**src/rtl/mc_pkg.sv**
```systemverilog
// Shared encodings for the multicycle RV32I-subset controller.
package mc_pkg;

    localparam int unsigned OP_W  = 7;
    localparam int unsigned F3_W  = 3;
    localparam int unsigned SEL_W = 2;
    localparam int unsigned ALU_W = 3;

    typedef enum logic [3:0] {
        S_FETCH,
        S_DECODE,
        S_MEMADR,
        S_MEMREAD,
        S_MEMWB,
        S_MEMWRITE,
        S_EXECUTER,
        S_EXECUTEI,
        S_ALUWB,
        S_BEQ,
        S_JAL,
        S_TRAP
    } state_t;

    localparam logic [OP_W-1:0] OP_LW  = 7'b0000011;
    localparam logic [OP_W-1:0] OP_SW  = 7'b0100011;
    localparam logic [OP_W-1:0] OP_R   = 7'b0110011;
    localparam logic [OP_W-1:0] OP_I   = 7'b0010011;
    localparam logic [OP_W-1:0] OP_BEQ = 7'b1100011;
    localparam logic [OP_W-1:0] OP_JAL = 7'b1101111;

    localparam logic [F3_W-1:0] F3_WORD = 3'b010;
    localparam logic [F3_W-1:0] F3_BEQ  = 3'b000;

    localparam logic [ALU_W-1:0] ALU_ADD = 3'b000;
    localparam logic [ALU_W-1:0] ALU_SUB = 3'b001;
    localparam logic [ALU_W-1:0] ALU_AND = 3'b010;
    localparam logic [ALU_W-1:0] ALU_OR  = 3'b011;
    localparam logic [ALU_W-1:0] ALU_SLT = 3'b101;
    localparam logic [ALU_W-1:0] ALU_SLL = 3'b110;

    localparam logic [SEL_W-1:0] ALUOP_ADD   = 2'b00;
    localparam logic [SEL_W-1:0] ALUOP_SUB   = 2'b01;
    localparam logic [SEL_W-1:0] ALUOP_FUNCT = 2'b10;

    localparam logic [SEL_W-1:0] RES_ALUOUT    = 2'b00;
    localparam logic [SEL_W-1:0] RES_DATA      = 2'b01;
    localparam logic [SEL_W-1:0] RES_ALURESULT = 2'b10;

    localparam logic [SEL_W-1:0] SRCA_PC    = 2'b00;
    localparam logic [SEL_W-1:0] SRCA_OLDPC = 2'b01;
    localparam logic [SEL_W-1:0] SRCA_RD1   = 2'b10;

    localparam logic [SEL_W-1:0] SRCB_RD2  = 2'b00;
    localparam logic [SEL_W-1:0] SRCB_IMM  = 2'b01;
    localparam logic [SEL_W-1:0] SRCB_FOUR = 2'b10;

    localparam logic [SEL_W-1:0] IMM_I = 2'b00;
    localparam logic [SEL_W-1:0] IMM_S = 2'b01;
    localparam logic [SEL_W-1:0] IMM_B = 2'b10;
    localparam logic [SEL_W-1:0] IMM_J = 2'b11;

endpackage

```
**src/rtl/mc_aludec.sv**
```systemverilog
// ALU control decoder: maps ALUOp and funct fields to an ALU operation plus legality.
module mc_aludec
    import mc_pkg::*;
(
    input  logic             op5,
    input  logic [F3_W-1:0]  funct3,
    input  logic             funct7b5,
    input  logic [SEL_W-1:0] alu_op,
    output logic [ALU_W-1:0] alu_control,
    output logic             legal
);

    logic [ALU_W-1:0] funct_ctrl;

    // Decode funct fields (legality is independent of ALUOp) then select by ALUOp.
    always_comb begin
        funct_ctrl  = ALU_ADD;
        legal       = 1'b1;
        alu_control = ALU_ADD;
        case (funct3)
            3'b000: funct_ctrl = (op5 && funct7b5) ? ALU_SUB : ALU_ADD;
            3'b001: begin
                funct_ctrl = ALU_SLL;
                legal      = !funct7b5;
            end
            3'b010: funct_ctrl = ALU_SLT;
            3'b110: funct_ctrl = ALU_OR;
            3'b111: funct_ctrl = ALU_AND;
            default: legal = 1'b0;
        endcase
        case (alu_op)
            ALUOP_SUB:   alu_control = ALU_SUB;
            ALUOP_FUNCT: alu_control = funct_ctrl;
            default:     alu_control = ALU_ADD;
        endcase
    end

endmodule

```
**src/rtl/multicycle_controller.sv**
```systemverilog
// Moore sequencing FSM for the multicycle RV32I-subset datapath.
module multicycle_controller
    import mc_pkg::*;
(
    input  logic             clk,
    input  logic             reset,
    input  logic [OP_W-1:0]  op,
    input  logic [F3_W-1:0]  funct3,
    input  logic             funct7b5,
    input  logic             Zero,
    input  logic             mem_ready,
    output logic             PCWrite,
    output logic             AdrSrc,
    output logic             MemWrite,
    output logic             IRWrite,
    output logic [SEL_W-1:0] ResultSrc,
    output logic [SEL_W-1:0] ALUSrcA,
    output logic [SEL_W-1:0] ALUSrcB,
    output logic [SEL_W-1:0] ImmSrc,
    output logic [ALU_W-1:0] ALUControl,
    output logic             RegWrite,
    output logic             instr_done,
    output logic             illegal
);

    state_t           state;
    state_t           state_n;
    logic [SEL_W-1:0] alu_op;
    logic             funct_legal;

    // ALUOp depends only on state, keeping the decoder outside the FSM's comb loop.
    assign alu_op = (state == S_EXECUTER || state == S_EXECUTEI) ? ALUOP_FUNCT :
                    (state == S_BEQ)                              ? ALUOP_SUB   :
                                                                    ALUOP_ADD;

    mc_aludec u_aludec (
        .op5         (op[5]),
        .funct3      (funct3),
        .funct7b5    (funct7b5),
        .alu_op      (alu_op),
        .alu_control (ALUControl),
        .legal       (funct_legal)
    );

    // State register; reset forces FETCH immediately.
    always_ff @(posedge clk or negedge reset) begin
        if (!reset) begin
            state <= S_FETCH;
        end else begin
            state <= state_n;
        end
    end

    // Next-state and Moore outputs; only FETCH/MEMWRITE/BEQ look at inputs.
    always_comb begin
        state_n    = state;
        PCWrite    = 1'b0;
        AdrSrc     = 1'b0;
        MemWrite   = 1'b0;
        IRWrite    = 1'b0;
        ResultSrc  = RES_ALUOUT;
        ALUSrcA    = SRCA_PC;
        ALUSrcB    = SRCB_RD2;
        ImmSrc     = IMM_I;
        RegWrite   = 1'b0;
        instr_done = 1'b0;
        illegal    = 1'b0;
        case (state)
            S_FETCH: begin
                ALUSrcB   = SRCB_FOUR;
                ResultSrc = RES_ALURESULT;
                // gated so a held-low reset never lets a fetch strobe through
                IRWrite   = mem_ready & reset;
                PCWrite   = mem_ready & reset;
                if (mem_ready) state_n = S_DECODE;
            end
            S_DECODE: begin
                ALUSrcA = SRCA_OLDPC;
                ALUSrcB = SRCB_IMM;
                ImmSrc  = IMM_B;
                case (op)
                    OP_LW, OP_SW: state_n = (funct3 == F3_WORD) ? S_MEMADR : S_TRAP;
                    OP_R:         state_n = funct_legal ? S_EXECUTER : S_TRAP;
                    OP_I:         state_n = funct_legal ? S_EXECUTEI : S_TRAP;
                    OP_BEQ:       state_n = (funct3 == F3_BEQ) ? S_BEQ : S_TRAP;
                    OP_JAL:       state_n = S_JAL;
                    default:      state_n = S_TRAP;
                endcase
            end
            S_MEMADR: begin
                ALUSrcA = SRCA_RD1;
                ALUSrcB = SRCB_IMM;
                ImmSrc  = op[5] ? IMM_S : IMM_I;
                state_n = op[5] ? S_MEMWRITE : S_MEMREAD;
            end
            S_MEMREAD: begin
                AdrSrc = 1'b1;
                if (mem_ready) state_n = S_MEMWB;
            end
            S_MEMWB: begin
                ResultSrc  = RES_DATA;
                RegWrite   = 1'b1;
                instr_done = 1'b1;
                state_n    = S_FETCH;
            end
            S_MEMWRITE: begin
                AdrSrc     = 1'b1;
                MemWrite   = 1'b1;
                instr_done = mem_ready;
                if (mem_ready) state_n = S_FETCH;
            end
            S_EXECUTER: begin
                ALUSrcA = SRCA_RD1;
                ALUSrcB = SRCB_RD2;
                state_n = S_ALUWB;
            end
            S_EXECUTEI: begin
                ALUSrcA = SRCA_RD1;
                ALUSrcB = SRCB_IMM;
                ImmSrc  = IMM_I;
                state_n = S_ALUWB;
            end
            S_ALUWB: begin
                RegWrite   = 1'b1;
                instr_done = 1'b1;
                state_n    = S_FETCH;
            end
            S_BEQ: begin
                ALUSrcA    = SRCA_RD1;
                ALUSrcB    = SRCB_RD2;
                PCWrite    = Zero;
                instr_done = 1'b1;
                state_n    = S_FETCH;
            end
            S_JAL: begin
                ALUSrcA = SRCA_OLDPC;
                ALUSrcB = SRCB_FOUR;
                PCWrite = 1'b1;
                state_n = S_ALUWB;
            end
            S_TRAP: begin
                illegal = 1'b1;
                state_n = S_TRAP;
            end
            default: state_n = S_FETCH;
        endcase
    end

endmodule

```
**config.mk**
```make
export PLATFORM = sky130hd
export DESIGN_NAME = multicycle_controller
export DESIGN_NICKNAME = d
export VERILOG_FILES = /design/src/rtl/mc_pkg.sv /design/src/rtl/mc_aludec.sv /design/src/rtl/multicycle_controller.sv
export SDC_FILE = /design/constraint.sdc
export NUM_CORES = 1
export LEC_CHECK = 0
export CAP_MARGIN = 20
export CELL_PAD_IN_SITES_DETAIL_PLACEMENT = 2
export CELL_PAD_IN_SITES_GLOBAL_PLACEMENT = 2
export CORE_UTILIZATION = 16
export DETAILED_ROUTE_END_ITERATION = 8
export GPL_TIMING_DRIVEN = 0
export PLACE_DENSITY_LB_ADDON = 0.1
export SYNTH_ARGS = -nofsm -noshare
export SYNTH_HDL_FRONTEND = slang
export SYNTH_SLANG_ARGS = --single-unit
```
**constraint.sdc**
```tcl
create_clock -name clk -period 1.4 [get_ports clk]
set_input_delay 0.28 -clock clk [delete_from_list [all_inputs] [get_ports clk]]
set_output_delay 0.28 -clock clk [all_outputs]
set_load 0.02 [all_outputs]
```
==> impl_metrics.json <==
{
  "hpwl_um": 1960,
  "switchingPower_mw": 1.84,
  "syn_area_um2": 612,
  "fin_skew_ns": 0.0107,
  "setup_ws_ns": -0.391,
  "vias": 961,
  "p_int_mw": 2.15,
  "grt_overflow_total": 0,
  "clock.fmax_ghz": 0.558,
  "critPathMaxStageDelay_ns": 0.40,
  "yosysSeqAreaShare": 0.164,
  "drc": 0,
  "first_pass_iters": 2,
  "synth.distinct_cells": 33,
  "synth_top_area_frac": 0.164,
  "numPortBuffers": 30,
  "synthArstFlopShare": 1.00,
  "slew_headroom": 0.779,
  "n_fill_cell": 398,
  "status": "complete, but fails checks",
  "crit_slowest_cell": "dfrtp_1",
  "routed_wl_um": 3720,
  "synth-seq-cells": 4,
  "largest_reg_flops": 4,
  "antenna_found_initial": 0,
  "power_switching_share": 0.461,
  "nNetsFinal": 174,
  "ys_top_cells_by_area": "dfrtp_1 (16%), nor3_1 (7.4%), nand2_1 (6.7%)",
  "vdd_drop_max_uv": 667,
  "antenna_left": 0,
  "max_flop_register": "state",
  "regToRegStartpoint": "state[0]",
  "crit_type": "flip-flop to output port",
  "yosysWarnings": 0,
  "critPathMaxFanout": 3,
  "cts_hold_buf": 0,
  "critPathLaunch": "state[2]",
  "io_pins": 33,
  "path_clk_slew_ns": 0.04,
  "critPathLaunchType": "flip-flop",
  "rsz0062_at_grt": "yes",
  "grt_pass1_wl_um": 5180,
  "die_h_um": 63.8,
  "track_usage": 0.167,
  "row_count": 22,
  "min_period_ns": 1.79,
  "seqPwrFrac": 0.066,
  "drive_gt1_frac": 0.684,
  "worstSkewPairLatency_ns": 0.23,
  "cp-end-kind": "output port",
  "clkPwrFrac": 0.067,
  "ys_top_cells_by_count": "nand2_1 (11), nor3_1 (9), a21oi_1 (8)",
  "hold_path_class": "input port to asynchronous set/reset pin",
  "grt_pass1_vias": 1012,
  "power_mw": 3.98,
  "antenna_cells": 0,
  "core_area_mm2": 0.00366,
  "cts-root-buf": "clkbuf_8",
  "hold_viol": 0,
  "maxCapViolCount": 0,
  "start_util": 0.167,
  "drv_slew": 0,
  "cts_buffer_depth": 2,
  "worstPathArrival_ns": 1.51,
  "reg.largest.list": "state x4",
  "cts_tree": "done",
  "numCtsBuffers": 3,
  "synth_top_flop_cell": "dfrtp_1",
  "crit_top_cell": "buf_6",
  "comb_power_share": 0.867,
  "synth-edff-count": 0,
  "seq_area_um2": 103,
  "tightest_slew_ns": 0.328,
  "netlist_instances": 95,
  "clkSinkCount": 4,
  "grt_max_degree": 11,
  "first_iter_violations": 20,
  "dieWidth_um": 63.8,
  "wl_per_cell_um": 18.1,
  "vias_per_cell": 4.67,
  "min_period_over_period": 1.28,
  "die-area_mm2": 0.00408,
  "multi_input_area_um2": 777,
  "yosys.area.top_type": "dfrtp_1",
  "utilization": 0.462,
  "area_growth_pct": 176,
  "violations": "negative setup slack",
  "syn-num-nets": 110,
  "cellLeakagePower_nw": 0.705,
  "setup_viol": 20,
  "holdWs_ns": 0.284,
  "path_cells": "buf_6, nor4_4, and3_4, o21bai_4, buf_6",
  "yosysMostFrequentCell": "nand2_1",
  "syn_avg_cell_area_um2": 6.44,
  "power_density_mw_per_mm2": 2350,
  "globalplace.congestion": 0.780,
  "required_ns": 1.12,
  "htreeDepth": 1
}
power groups by stage:
stage	Combinational (mW)	Sequential, mW	Clock (mW)
floorplan	1.43	0.252	0
finish	3.46	0.261	0.267
detailed placement	2.08	0.276	0
global route	3.65	0.267	0.285
global placement	2.07	0.276	0
CTS	2.75	0.255	0.270
placed cells by master (no fill, tap or decap), types with 2 or more instances in the layout:
master           netlist  final
xnor2_4                0      2
inv_8                  0      2
nor3_2                 0      6
clkbuf_8               0      3
dfrtp_1                4      2
a21oi_1                8      4
dlygate4sd2_1          0      5
buf_6                  1     24
nor2_4                 0      3
buf_4                  0     25
o21ai_0                7      2
clkdlybuf4s50_1        0      3
inv_1                  6      4
buf_12                 0      3
buf_8                  0      2
nor3_4                 0      3
a21oi_4                0      2
nand2b_4               1      2
a21oi_2                0      2
nor2_1                 7      3
dfrtp_2                0      2
nand2b_1               4      3
and3_4                 0      2
o21ai_2                0      5
nand3_1                4      3
o21ai_1                2      2
nor4_4                 0      2
nand2_1               11      8
stage by stage:
| stage | TNS [ns] | setup slack [ns] | cell area [µm²] | cells |
|---|---|---|---|---|
| 6_report | -4.54 | -0.391 | 1690 | 206 |
| 5_1_grt | -5.80 | -0.440 | 1690 | 206 |
| 4_1_cts | -4.10 | -0.362 | 1470 | 194 |
| 3_3_place_gp | -12.04 | -0.920 | 1150 | 173 |
| 3_5_place_dp | -12.30 | -0.905 | 1150 | 173 |
| 2_1_floorplan | -0.774 | -0.204 | 793 | 95 |
layer usage:
layer,up-vias,share of wire,GRT usage
li1,467,-,-
met1,470,0.41,0.191
met2,22,0.55,0.314
met3,2,0.026,0.0125
met4,0,0.0075,0.0710
met5,-,0,0
path summary, 6_finish.rpt:
kind	to	slack (ns)	cells after the start
worst min-delay path	state[1]	0.28	1
max in group asynchronous	state[3]	0.88	1
worst max register to register	state[2]	-0.11	7
min in group clk	state[2]	0.38	3
worst min register to register	state[0]	0.79	3
worst max-delay path	PCWrite	-0.39	5
what timing repair did:
| item | CTS | global route |
|---|---|---|
| pin swaps | 20 | 8 |
| endpoints found under the setup margin | 22 | 22 |
| setup buffers | 17 | 15 |
| resized for setup | 151 | 34 |
area by class of cell:
class | instances | area share
clock buffer | 4 | 0.0266
inverter | 6 | 0.0222
buffer | 7 | 0.0599
sequential | 4 | 0.0607
timing repair buffer | 59 | 0.336
tap | 48 | 0.0355
multi-input combinational | 78 | 0.459
cell families after synthesis:
kind of cell	Yosys count	synth area share
AO/OA/AOI/OAI	28	0.286
buffers and inverters	13	0.0981
multiplexers	1	0.0164
flip-flops	4	0.164
XOR/XNOR	4	0.0573
AND/OR/NAND/NOR	45	0.378
critical path, delay by kind of cell, from the launching register on:
family	cells	cell delay (ns)
AND/OR/NAND/NOR	2	0.51
flip-flops	1	0.40
AO/OA/AOI/OAI	1	0.11
buffers and inverters	2	0.26
Power figures use the tool's default switching activity.
